[src/rtl/enum_type.sv]
// Shared types and constants for the scoring stage.
package enum_type;

  typedef enum logic [2:0] {
    IDLE = 3'd0,
    D0   = 3'd1,
    D1   = 3'd2,
    D2   = 3'd3,
    D3   = 3'd4
  } score_fsm_t;

  // BCD points awarded for a line-clear event; zero for out-of-range counts.
  function automatic logic [7:0] line_points(input logic [2:0] lines);
    case (lines)
      3'd1:    line_points = 8'h01;
      3'd2:    line_points = 8'h03;
      3'd3:    line_points = 8'h05;
      3'd4:    line_points = 8'h08;
      default: line_points = 8'h00;
    endcase
  endfunction

endpackage

[src/rtl/bcd_digit_add.sv]
// Single BCD digit adder with carry; time-shared across the four score digits.
module bcd_digit_add (
  input  logic [3:0] a_i,
  input  logic [3:0] b_i,
  input  logic       cin_i,
  output logic [3:0] sum_o,
  output logic       cout_o
);

  logic [4:0] raw;

  always_comb begin
    raw = {1'b0, a_i} + {1'b0, b_i} + {4'd0, cin_i};
    if (raw > 5'd9) begin
      sum_o  = 4'(raw - 5'd10);
      cout_o = 1'b1;
    end else begin
      sum_o  = raw[3:0];
      cout_o = 1'b0;
    end
  end

endmodule

[src/rtl/score_counter.sv]
// Line-clear scoring: serial BCD accumulation, one-entry pending buffer, saturating line total.
//   state | meaning
//   IDLE  | no event in flight
//   D0-D3 | adding points digit n into the working copy; D3 commits
module score_counter
  import enum_type::*;
#(
  parameter int unsigned MAX_LINES = 1023
) (
  input  logic        clk,
  input  logic        rst,
  input  logic        game_start,
  input  logic        clear_valid,
  input  logic [2:0]  clear_lines,
  output logic [15:0] score,
  output logic        score_inc,
  output logic [9:0]  lines_total,
  output logic        busy,
  output logic        overflow
);

  localparam logic [10:0] MaxLines = 11'(MAX_LINES);

  score_fsm_t  state_q, state_d;
  logic [15:0] score_q, score_d;
  logic [15:0] work_q, work_d;
  logic        carry_q, carry_d;
  logic [2:0]  cur_q, cur_d;
  logic [2:0]  pend_q, pend_d;
  logic        pend_v_q, pend_v_d;
  logic [9:0]  lines_q, lines_d;
  logic        inc_q, inc_d;
  logic        ovf_q, ovf_d;

  logic [7:0]  pts;
  logic [3:0]  add_a, add_b, add_sum;
  logic        add_cin, add_cout;
  logic [10:0] lines_sum;
  logic        ev_ok;

  bcd_digit_add u_add (
    .a_i    (add_a),
    .b_i    (add_b),
    .cin_i  (add_cin),
    .sum_o  (add_sum),
    .cout_o (add_cout)
  );

  assign ev_ok = clear_valid && (clear_lines != 3'd0) && (clear_lines <= 3'd4);

  always_comb begin
    state_d   = state_q;
    score_d   = score_q;
    work_d    = work_q;
    carry_d   = carry_q;
    cur_d     = cur_q;
    pend_d    = pend_q;
    pend_v_d  = pend_v_q;
    lines_d   = lines_q;
    inc_d     = 1'b0;
    ovf_d     = ovf_q;
    add_a     = 4'd0;
    add_b     = 4'd0;
    add_cin   = 1'b0;
    pts       = line_points(cur_q);
    lines_sum = {1'b0, lines_q} + {8'd0, cur_q};

    case (state_q)
      IDLE: begin
        if (pend_v_q) begin
          state_d  = D0;
          cur_d    = pend_q;
          pend_v_d = 1'b0;
        end else if (ev_ok) begin
          state_d = D0;
          cur_d   = clear_lines;
        end
      end
      D0: begin
        // D0 reads the committed score directly, so a back-to-back event sees the fresh commit.
        add_a   = score_q[3:0];
        add_b   = pts[3:0];
        work_d  = {score_q[15:4], add_sum};
        carry_d = add_cout;
        state_d = D1;
      end
      D1: begin
        add_a       = work_q[7:4];
        add_b       = pts[7:4];
        add_cin     = carry_q;
        work_d[7:4] = add_sum;
        carry_d     = add_cout;
        state_d     = D2;
      end
      D2: begin
        add_a        = work_q[11:8];
        add_cin      = carry_q;
        work_d[11:8] = add_sum;
        carry_d      = add_cout;
        state_d      = D3;
      end
      D3: begin
        add_a   = work_q[15:12];
        add_cin = carry_q;
        inc_d   = 1'b1;
        score_d = add_cout ? 16'h9999 : {add_sum, work_q[11:0]};
        lines_d = (lines_sum > MaxLines) ? MaxLines[9:0] : lines_sum[9:0];
        if (pend_v_q) begin
          state_d  = D0;
          cur_d    = pend_q;
          pend_v_d = 1'b0;
        end else begin
          state_d = IDLE;
        end
      end
      default: state_d = IDLE;
    endcase

    // Pending slot is free if empty, or if it is being consumed this cycle.
    if (ev_ok && !(state_q == IDLE && !pend_v_q)) begin
      if (!pend_v_q || state_q == IDLE || state_q == D3) begin
        pend_d   = clear_lines;
        pend_v_d = 1'b1;
      end else begin
        ovf_d = 1'b1;
      end
    end
  end

  always_ff @(posedge clk) begin
    if (rst || game_start) begin
      state_q  <= IDLE;
      score_q  <= 16'h0000;
      work_q   <= 16'h0000;
      carry_q  <= 1'b0;
      cur_q    <= 3'd0;
      pend_q   <= 3'd0;
      pend_v_q <= 1'b0;
      lines_q  <= 10'd0;
      inc_q    <= 1'b0;
      ovf_q    <= 1'b0;
    end else begin
      state_q  <= state_d;
      score_q  <= score_d;
      work_q   <= work_d;
      carry_q  <= carry_d;
      cur_q    <= cur_d;
      pend_q   <= pend_d;
      pend_v_q <= pend_v_d;
      lines_q  <= lines_d;
      inc_q    <= inc_d;
      ovf_q    <= ovf_d;
    end
  end

  assign score       = score_q;
  assign score_inc   = inc_q;
  assign lines_total = lines_q;
  assign overflow    = ovf_q;
  assign busy        = (state_q != IDLE) || pend_v_q;

endmodule

[config.mk]
export PLATFORM = sky130hd
export DESIGN_NAME = score_counter
export DESIGN_NICKNAME = d
export VERILOG_FILES = /design/src/rtl/enum_type.sv /design/src/rtl/bcd_digit_add.sv /design/src/rtl/score_counter.sv
export SDC_FILE = /design/constraint.sdc
export NUM_CORES = 1
export LEC_CHECK = 0
export CAP_MARGIN = 30
export CORE_MARGIN = 2
export CORE_UTILIZATION = 45
export DETAILED_ROUTE_END_ITERATION = 8
export PLACE_DENSITY = 0.67
export SYNTH_ARGS = -nofsm -noshare
export SYNTH_HDL_FRONTEND = slang
export SYNTH_SLANG_ARGS = --single-unit
export TNS_END_PERCENT = 10
[constraint.sdc]
create_clock -name clk -period 5.1 [get_ports clk]
set_clock_uncertainty 0.1 [all_clocks]
set_input_delay 0.765 -clock clk [delete_from_list [all_inputs] [get_ports clk]]
set_output_delay 0.765 -clock clk [all_outputs]
set_load 0.01 [all_outputs]
### Word-level counts from Yosys, hierarchy flattened

Cells that the tools add are included.

| operators by class | value |
|---|---|
| add/subtract/negate cells | 4 |
| order comparisons | 3 |
| equality and inequality tests | 10 |
| muxes and demuxes | 22 |
| bitwise gates (word level) | 1 |
| reduce and logical (&&, ||, !) cells | 22 |

Operators by type and width:

| operator | count |
|---|---|
| 4-bit one-hot mux with 4 select lines | 2 |
| 4-bit one-hot mux with 2 select lines | 3 |
| 16-bit 2-to-1 mux | 1 |
| 3-bit 2-to-1 mux | 5 |
| 3-bit one-hot mux with 5 select lines | 1 |
| 3-bit by 2-bit == test with 1-bit output (second input constant) | 4 |
| 10-bit by 3-bit adder with 11-bit output | 1 |
| 11-bit by 10-bit greater-than comparator with 1-bit output (second input constant) | 1 |
| 10-bit 2-to-1 mux | 1 |
| 1-bit 2-to-1 mux | 7 |
| 3-bit by 1-bit == test with 1-bit output (second input constant) | 2 |
| 3-bit == test (second input constant) | 2 |
| 3-bit one-hot mux with 2 select lines | 1 |
| 2-bit nonzero test | 3 |
| 3-bit nonzero test | 2 |
| 3-bit OR reduction | 2 |
| 4-bit by 4-bit adder with 5-bit output | 1 |
| 5-bit by 1-bit adder with 5-bit output | 1 |
| 5-bit by 4-bit greater-than comparator with 1-bit output (second input constant) | 1 |
| 1-bit logical AND | 4 |
| 1-bit logical OR | 4 |
| 4-bit 2-to-1 mux | 1 |
| 2-bit AND reduction | 2 |
| 4-bit subtractor (second input constant) | 1 |
| other kinds (8) | 9 |

| storage, ports and cells | value |
|---|---|
| flip-flop bits (word level) | 55 |
| input bits | 7 |
| output and inout port bits | 29 |
| logic and storage cells | 74 |

### Logic depth before layout (Yosys ltp)

Gate-level depths: netlist (run 1).

| depth | value |
|---|---|
| word-level depth | 8 |
| mapped depth | 18 |

### By module

From an unflattened synthesis (run 1), not the netlist that was laid out.

| second synthesis, totals | value |
|---|---|
| cells, all modules | 320 |
| area total of the unflattened synthesis | 2710.1 µm² |

Modules (own cells, without submodules):

| module | instances | cells an instance | area each (µm²) | sequential area each (µm²) |
|---|---|---|---|---|
| score_counter | 1 | 298 | 2498.6 | 1101.1 |
| bcd_digit_add | 1 | 22 | 211.5 | 0.0 |

### Least setup slack after synthesis (run 1)

OpenSTA, ideal clock, no wires.

| timing | value |
|---|---|
| path type | reg2reg |
| start point | register state_q[1] |
| end point | register work_q[9] |
| data arrival time | 3485 ps |
| required time | 4935 ps |
| slack | 1450 ps |
| stages on the path, launching flop included | 19 |
| period minus slack after synthesis | 3650 ps |
| cells stage by stage | dfxtp_1 -> buf_2 -> inv_2 -> nor2_1 -> a32o_1 -> a221oi_1 -> fa_1 -> inv_1 -> fa_1 -> xor2_2 -> inv_1 -> ha_1 -> a21oi_4 -> a21boi_4 -> buf_6 -> ha_1 -> a211oi_1 -> a21oi_1 -> nor2_1 |

| between the ends | value |
|---|---|
| cells in the longest elaborated chain, start to end | 7 |
| elaborated cells on any way between the ends | 15 |

RTL lines:

| item | RTL line | source |
|---|---|---|
| from (decl) | score_counter.sv:24 | `score_fsm_t state_q, state_d;` |
| from (signal assigned) | score_counter.sv:143 | `state_q <= state_d;` |
| 3-bit == test, or another cell as far along | score_counter.sv:68 | `case (state_q)` |
| 4-bit one-hot mux with 4 select lines, or another cell as far along | score_counter.sv:68 |  |
| 4-bit by 4-bit adder with 5-bit output / 1-bit 2-to-1 mux (equally long branches) | bcd_digit_add.sv:13, score_counter.sv:68 |  |
| 5-bit by 1-bit adder with 5-bit output | bcd_digit_add.sv:13 | `raw = {1'b0, a_i} + {1'b0, b_i} + {4'd0, cin_i};` |
| 4-bit subtractor / 5-bit by 4-bit greater-than comparator with 1-bit output (equally long branches) | bcd_digit_add.sv:15, bcd_digit_add.sv:14 |  |
| 4-bit 2-to-1 mux | bcd_digit_add.sv:14 | `if (raw > 5'd9) begin` |
| 4-bit one-hot mux with 2 select lines | score_counter.sv:68 |  |
| to (signal assigned) | score_counter.sv:145 | `work_q <= work_d;` |
| to (decl) | score_counter.sv:26 | `logic [15:0] work_q, work_d;` |

Parallel ways exist; a longest one is shown, timed or not.
A chain may end at the register's enable or synchronous reset.

### Worst setup path in the final report (run 1)

| timing | value |
|---|---|
| start point | register state_q[0] |
| end point | register work_q[9] |

The elaborated chain is that of the path after synthesis.

==> results.json, run 1 <==
{
  "synth_fp_nets": 343,
  "ys_ff_latch": 55,
  "avgSynthCellArea_um2": 8.55,
  "cts_buffers": 5,
  "io_pins": 36,
  "ys_top_cells_by_area": "dfxtp_1, nor2_1, a21oi_1",
  "reg2reg_depth": 15,
  "clock_latency_ns": 0.31,
  "synth_top_area_share": 0.396,
  "final-hold-violation-count": 0,
  "diodes": 0,
  "status": "complete, no violations",
  "die_h_um": 82.6,
  "dp_slack_ns": 1.13,
  "synthesis.area_um2": 2780,
  "yosys.area.top_type": "dfxtp_1",
  "cts_tree": "built",
  "viasPerCell": 5.51,
  "drive_gt1_frac": 0.0983,
  "path_depth": 15,
  "synthCells": 325,
  "drt_iter0_drc": 134,
  "area_growth_pct": 17.1,
  "cp-end-kind": "flop",
  "grt_overflow_total": 0,
  "drc": 0,
  "core-area_um2": 5960,
  "cellPowerDensity_nw_per_um2": 225,
  "die_width_um": 82.6,
  "arrival_ns": 4.15,
  "cts.sinks": 55,
  "period_share": 0.786,
  "fin_ws_ns": 1.09,
  "fillerInstances": 585,
  "p_leak_nw": 1.13,
  "layout.cells.non_filler": 431,
  "first_global_vias": 2129,
  "path_cells": "nor3_4 > a32o_1 > a221oi_1 > fa_1 > inv_1 > fa_1 > xor2_2 > inv_1 > ha_1 > a21oi_4 > a21boi_4 > ha_1 > a211oi_1 > a21oi_1 > nor2_1",
  "fin_nets": 373,
  "power_uw": 730,
  "cp_slowest_cell": "dfxtp_1",
  "ys_warn_count": 0,
  "ctsLongestPathBuffers": 2,
  "worstSetupPathType": "reg -> reg",
  "grt_use_total": 0.200,
  "maxSlewHeadroom": 0.351,
  "timing.final.crit_period_ns": 4.01,
  "tightest_slew_ns": 0.969,
  "rsz0062_at_grt": "false",
  "max_cap_violations": 0,
  "cp_max_fo": 16,
  "critPathBufInv": 2,
  "utilization": 0.546,
  "start_util": 0.466,
  "worst_setup_path_start_kind": "flop",
  "antenna_left": 0,
  "vdd_drop_max_mv": 0.132,
  "drt_pass1_iterations": 4,
  "wirelength_um": 6310,
  "wl_per_cell_um": 14.6,
  "grt_max_degree": 45,
  "cts_hold_buf": 0,
  "final_cell_mix": "dfxtp_1, nor2_1, clkdlybuf4s50_1, a21oi_1, nand2_1",
  "tns_ns": 0,
  "finalSetupViolCount": 0,
  "final_common_cell": "dfxtp_1",
  "fmax_mhz": 249,
  "root_buffer": "clkbuf_8",
  "grt_pass1_wl_um": 10500,
  "antenna_found_initial": 0,
  "slew_violations": 0,
  "post_cts.repair.setup_buffers": 0,
  "ys_seq_area_frac": 0.396,
  "critPathMaxStageDelay_ns": 0.74,
  "core.rowCount": 28,
  "synth.distinct_cells": 55,
  "globalplace.congestion": 0.879,
  "whs_path_depth": 2,
  "cts.repair.resized": 0,
  "port-buffer-count": 35,
  "hp-class": "reg -> reg",
  "path_delay_family": "adder cells",
  "clk_pin_slew_ns": 0.09,
  "cts_max_level": 2,
  "worst_ep_required_time_ns": 5.25,
  "dieArea_um2": 6820,
  "place_inst": 423,
  "route.vias.total": 2376,
  "dp_hpwl_um": 4470
}
through the flow:
stage               hold slack, ns  instance area [um2]
detailed placement           0.356                 3150
finish                       0.364                 3250
CTS                          0.369                 3250
global placement             0.349                 3150
floorplan                    0.333                 2780
global route                 0.388                 3250
synthesized netlist by cell type, drive strengths merged:
master  instances
nand3          12
a211o           1
buf             8
xnor2           3
dfxtp          55
a21o            2
nand2b          2
a21oi          34
o22ai           5
a31oi           6
nand2          33
and2            1
a22oi           4
or3             3
o2111a          1
and4bb          1
ha              8
nor3b           2
clkbuf         10
nor2b           1
or2             2
a211oi          5
nand3b          1
inv            11
a32o            1
nor3           10
nor2           48
and3            2
nand4           3
a21boi          1
a311oi          3
o21ai          23
fa              3
o31ai           1
nor4            1
nor4b           1
xor2            4
a221oi          4
mux2i           8
mux2            1
final timing paths:
| kind | endpoint | slack [ns] | from |
|---|---|---|---|
| max reg2reg | work_q[9] | 1.09 | state_q[0] |
| min reg2reg | work_q[13] | 0.36 | work_q[13] |
| max | work_q[9] | 1.09 | state_q[0] |
| min | work_q[13] | 0.36 | work_q[13] |
flip-flops by register name, indices dropped and copies added (netlist names):
register	cells
cur_q	3
pend_q	3
score	16
pend_v_q	1
lines_total	10
work_q	16
state_q	3
carry_q	1
overflow	1
score_inc	1
layer usage:
| layer | global-route usage | vias up | wire (um) |
|---|---|---|---|
| li1 | - | 1205 | - |
| met1 | 0.279 | 1111 | 2990 |
| met2 | 0.309 | 52 | 2920 |
| met3 | 0.0435 | 8 | 304 |
| met4 | 0.0656 | 0 | 91 |
| met5 | 0 | - | 0 |
final cells by class:
cell class	count	area, um2	area share
well taps	75	93.8	0.0289
clock buffers	8	100	0.0308
flip-flops and latches	55	1100	0.339
repair buffers	41	395	0.122
inverters	11	41.3	0.0127
multi-input cells	241	1520	0.467
worst reg2reg max path, cell delays in order, from the launching register on:
cell and delay [ns]:
dfxtp_1 0.74, nor3_4 0.18, a32o_1 0.25, a221oi_1 0.32, fa_1 0.26, inv_1 0.05, fa_1 0.42, xor2_2 0.27
inv_1 0.09, ha_1 0.26, a21oi_4 0.19, a21boi_4 0.07, ha_1 0.34, a211oi_1 0.26, a21oi_1 0.06, nor2_1 0.08
where the power goes:
group / switching [mW] / internal [mW]
combinational: 0.0236 / 0.0141
clock: 0.133 / 0.124
sequential: 0.00429 / 0.431
total: 0.161 / 0.570
kinds of logic (layout without fill, tap and decap cells):
| logic type | Yosys count | count (layout) | synth area share |
|---|---|---|---|
| simple gates | 123 | 123 | 0.211 |
| compound gates | 91 | 91 | 0.213 |
| flops | 55 | 55 | 0.396 |
| buf+inv | 29 | 60 | 0.0563 |
| fa+ha+maj | 11 | 11 | 0.0577 |
| mux | 9 | 9 | 0.0342 |
| xor+xnor | 7 | 7 | 0.0315 |
No activity file was read; power rests on OpenSTA's default activity.
==> run 2: changes to the inputs <==
--- a/config.mk
+++ b/config.mk
@@ -9,7 +9,7 @@
 export CORE_MARGIN = 2
 export CORE_UTILIZATION = 45
 export DETAILED_ROUTE_END_ITERATION = 8
-export PLACE_DENSITY = 0.67
+export PLACE_DENSITY = 0.7
 export SYNTH_ARGS = -nofsm -noshare
 export SYNTH_HDL_FRONTEND = slang
 export SYNTH_SLANG_ARGS = --single-unit
==> constraint.sdc (replaced) <==
create_clock -name clk -period 3.5 [get_ports clk]
set_clock_uncertainty 0.1 [all_clocks]
set_input_delay 0.525 -clock clk [delete_from_list [all_inputs] [get_ports clk]]
set_output_delay 0.525 -clock clk [all_outputs]
set_load 0.01 [all_outputs]
==> run 2 against run 1 <==
Net effect: wire length increased by 3.4%; largest cell class unchanged; global-route usage is 0.41 points higher; worst setup slack lost 0.89 ns; sequential cell count unchanged; final area up 2.9%; clock power is 44% higher; highest routed layer unchanged; core utilization grew 1.6 points; first-iteration DRC count is 34% higher; hold slack better by 0.011 ns.
==> results.json, run 2 (same netlist as run 1, synthesis figures left out) <==
{
  "status": "complete, no violations",
  "holdWs_ns": 0.375,
  "grt_use_total": 0.205,
  "cts_buffers": 5,
  "timing.final.crit_period_ns": 3.29,
  "drive_gt1_frac": 0.150,
  "maxSlewHeadroom": 0.302,
  "clock_latency_ns": 0.31,
  "r2r_start": "state_q[1]",
  "dp_slack_ns": 0.0962,
  "cts.sinks": 55,
  "core.rowCount": 28,
  "max_cap_violations": 0,
  "die_h_um": 82.6,
  "reg2reg_depth": 15,
  "worst_setup_path_start_kind": "flop",
  "cp-end-kind": "flop",
  "r2r_setup_slack_ns": 0.21,
  "worstSetupPathType": "reg -> reg",
  "worst_ep_required_time_ns": 3.63,
  "dp_hpwl_um": 4530,
  "area_growth_pct": 20.5,
  "globalplace.congestion": 0.819,
  "p_leak_nw": 1.18,
  "grt_overflow_total": 0,
  "stdcell_area_um2": 3350,
  "wirelength_um": 6520,
  "clk_pin_slew_ns": 0.10,
  "wl_per_cell_um": 14.8,
  "arrival_ns": 3.43,
  "fin_ws_ns": 0.206,
  "tns_ns": 0,
  "grt_max_degree": 45,
  "port-buffer-count": 35,
  "die_width_um": 82.6,
  "io_pins": 36,
  "hold_path.startpoint": "work_q[13]",
  "slew_violations": 0,
  "cellPowerDensity_nw_per_um2": 318,
  "first_global_vias": 2214,
  "root_buffer": "clkbuf_8",
  "worstSetupEndpoint": "work_q[2]",
  "startpoint": "state_q[1]",
  "vdd_drop_max_mv": 0.158,
  "drt_pass1_iterations": 4,
  "route.vias.total": 2491,
  "drc": 0,
  "rsz0062_at_grt": "false",
  "fillerInstances": 578,
  "start_util": 0.466,
  "final_cell_mix": "dfxtp_1, nor2_1, clkdlybuf4s50_1, a21oi_1, nand2_1",
  "ctsLongestPathBuffers": 2,
  "placed_area_um2": 3240,
  "hp-class": "reg -> reg",
  "finalSetupViolCount": 0,
  "antenna_found_initial": 0,
  "post_cts.repair.setup_buffers": 0,
  "antenna_left": 0,
  "drt_iter0_drc": 180,
  "final_common_cell": "dfxtp_1",
  "cp_max_fo": 10,
  "cts_tree": "built",
  "final-hold-violation-count": 0,
  "core-area_um2": 5960,
  "cts_max_level": 2,
  "fin_nets": 383,
  "viasPerCell": 5.65,
  "dieArea_um2": 6820,
  "grt_pass1_wl_um": 10600,
  "diodes": 0,
  "r2r-end": "work_q[2]",
  "tightest_slew_ns": 1.04,
  "fmax_mhz": 304,
  "period_share": 0.941
}
==> run 2: repair_timing <==
item	4_1_cts	5_1_grt
hold buffers	0	0
setup endpoints to repair	0	5
resized for setup	0	6
==> run 2: final cells by class <==
| type | instances | area, um2 | share of cell area |
|---|---|---|---|
| clock inverters | 1 | 8.76 | 0.00262 |
| inverters | 11 | 41.3 | 0.0123 |
| repair buffers | 51 | 470 | 0.141 |
| multi-input cells | 241 | 1540 | 0.461 |
| well taps | 75 | 93.8 | 0.0280 |
| flip-flops and latches | 55 | 1100 | 0.330 |
| clock buffers | 7 | 86.3 | 0.0258 |
==> run 2: layer usage <==
| layer | GRT usage | part of all wire | routed length [um] | vias to the layer above |
|---|---|---|---|---|
| met4 | 0.0770 | 0.020 | 133 | 0 |
| met3 | 0.0380 | 0.044 | 290 | 12 |
| met1 | 0.281 | 0.47 | 3070 | 1177 |
| met2 | 0.319 | 0.46 | 3030 | 75 |
| li1 | - | - | - | 1227 |
| met5 | 0 | 0 | 0 | - |
==> run 2: worst min-delay path by stage <==
stage | to | slack, ns | cells after the start
finish | work_q[13] | 0.38 | 2
global route | score[2] | 0.40 | 2
CTS | score[10] | 0.38 | 2
detailed placement | score[10] | 0.36 | 2
global placement | work_q[13] | 0.36 | 2
floorplan | work_q[12] | 0.33 | 2
==> run 2: critical path, cell delays in order, from the launching register on <==
cell and delay (ns):
dfxtp_2 0.38, inv_2 0.10, nor2_2 0.05, a32o_1 0.26, a221oi_2 0.23, fa_2 0.26
inv_1 0.05, fa_2 0.36, xor2_2 0.16, buf_4 0.14, nor3_2 0.21, a21oi_4 0.07
a21boi_4 0.17, buf_4 0.19, mux2_4 0.33, o31ai_4 0.16
==> run 2: per-stage QoR <==
stage	std cells	power, mW	util
floorplan	325	0.689	-
global placement	433	0.708	0.545
detailed placement	433	0.708	0.545
CTS	441	1.07	0.561
global route	441	1.10	0.562
finish	441	1.06	0.562
==> run 2: power breakdown <==
group	total, mW	internal, mW	leakage, nW	switching (mW)
combinational	0.0612	0.0229	0.691	0.0383
clock	0.369	0.163	0.0484	0.206
sequential	0.633	0.629	0.445	0.00445
==> run 3: changes to the inputs <==
--- a/config.mk
+++ b/config.mk
@@ -13,4 +13,4 @@
 export SYNTH_ARGS = -nofsm -noshare
 export SYNTH_HDL_FRONTEND = slang
 export SYNTH_SLANG_ARGS = --single-unit
-export TNS_END_PERCENT = 10
+export TNS_END_PERCENT = 30
==> results of run 3 <==
Final layout, timing and power as in run 2 (identical DEF).
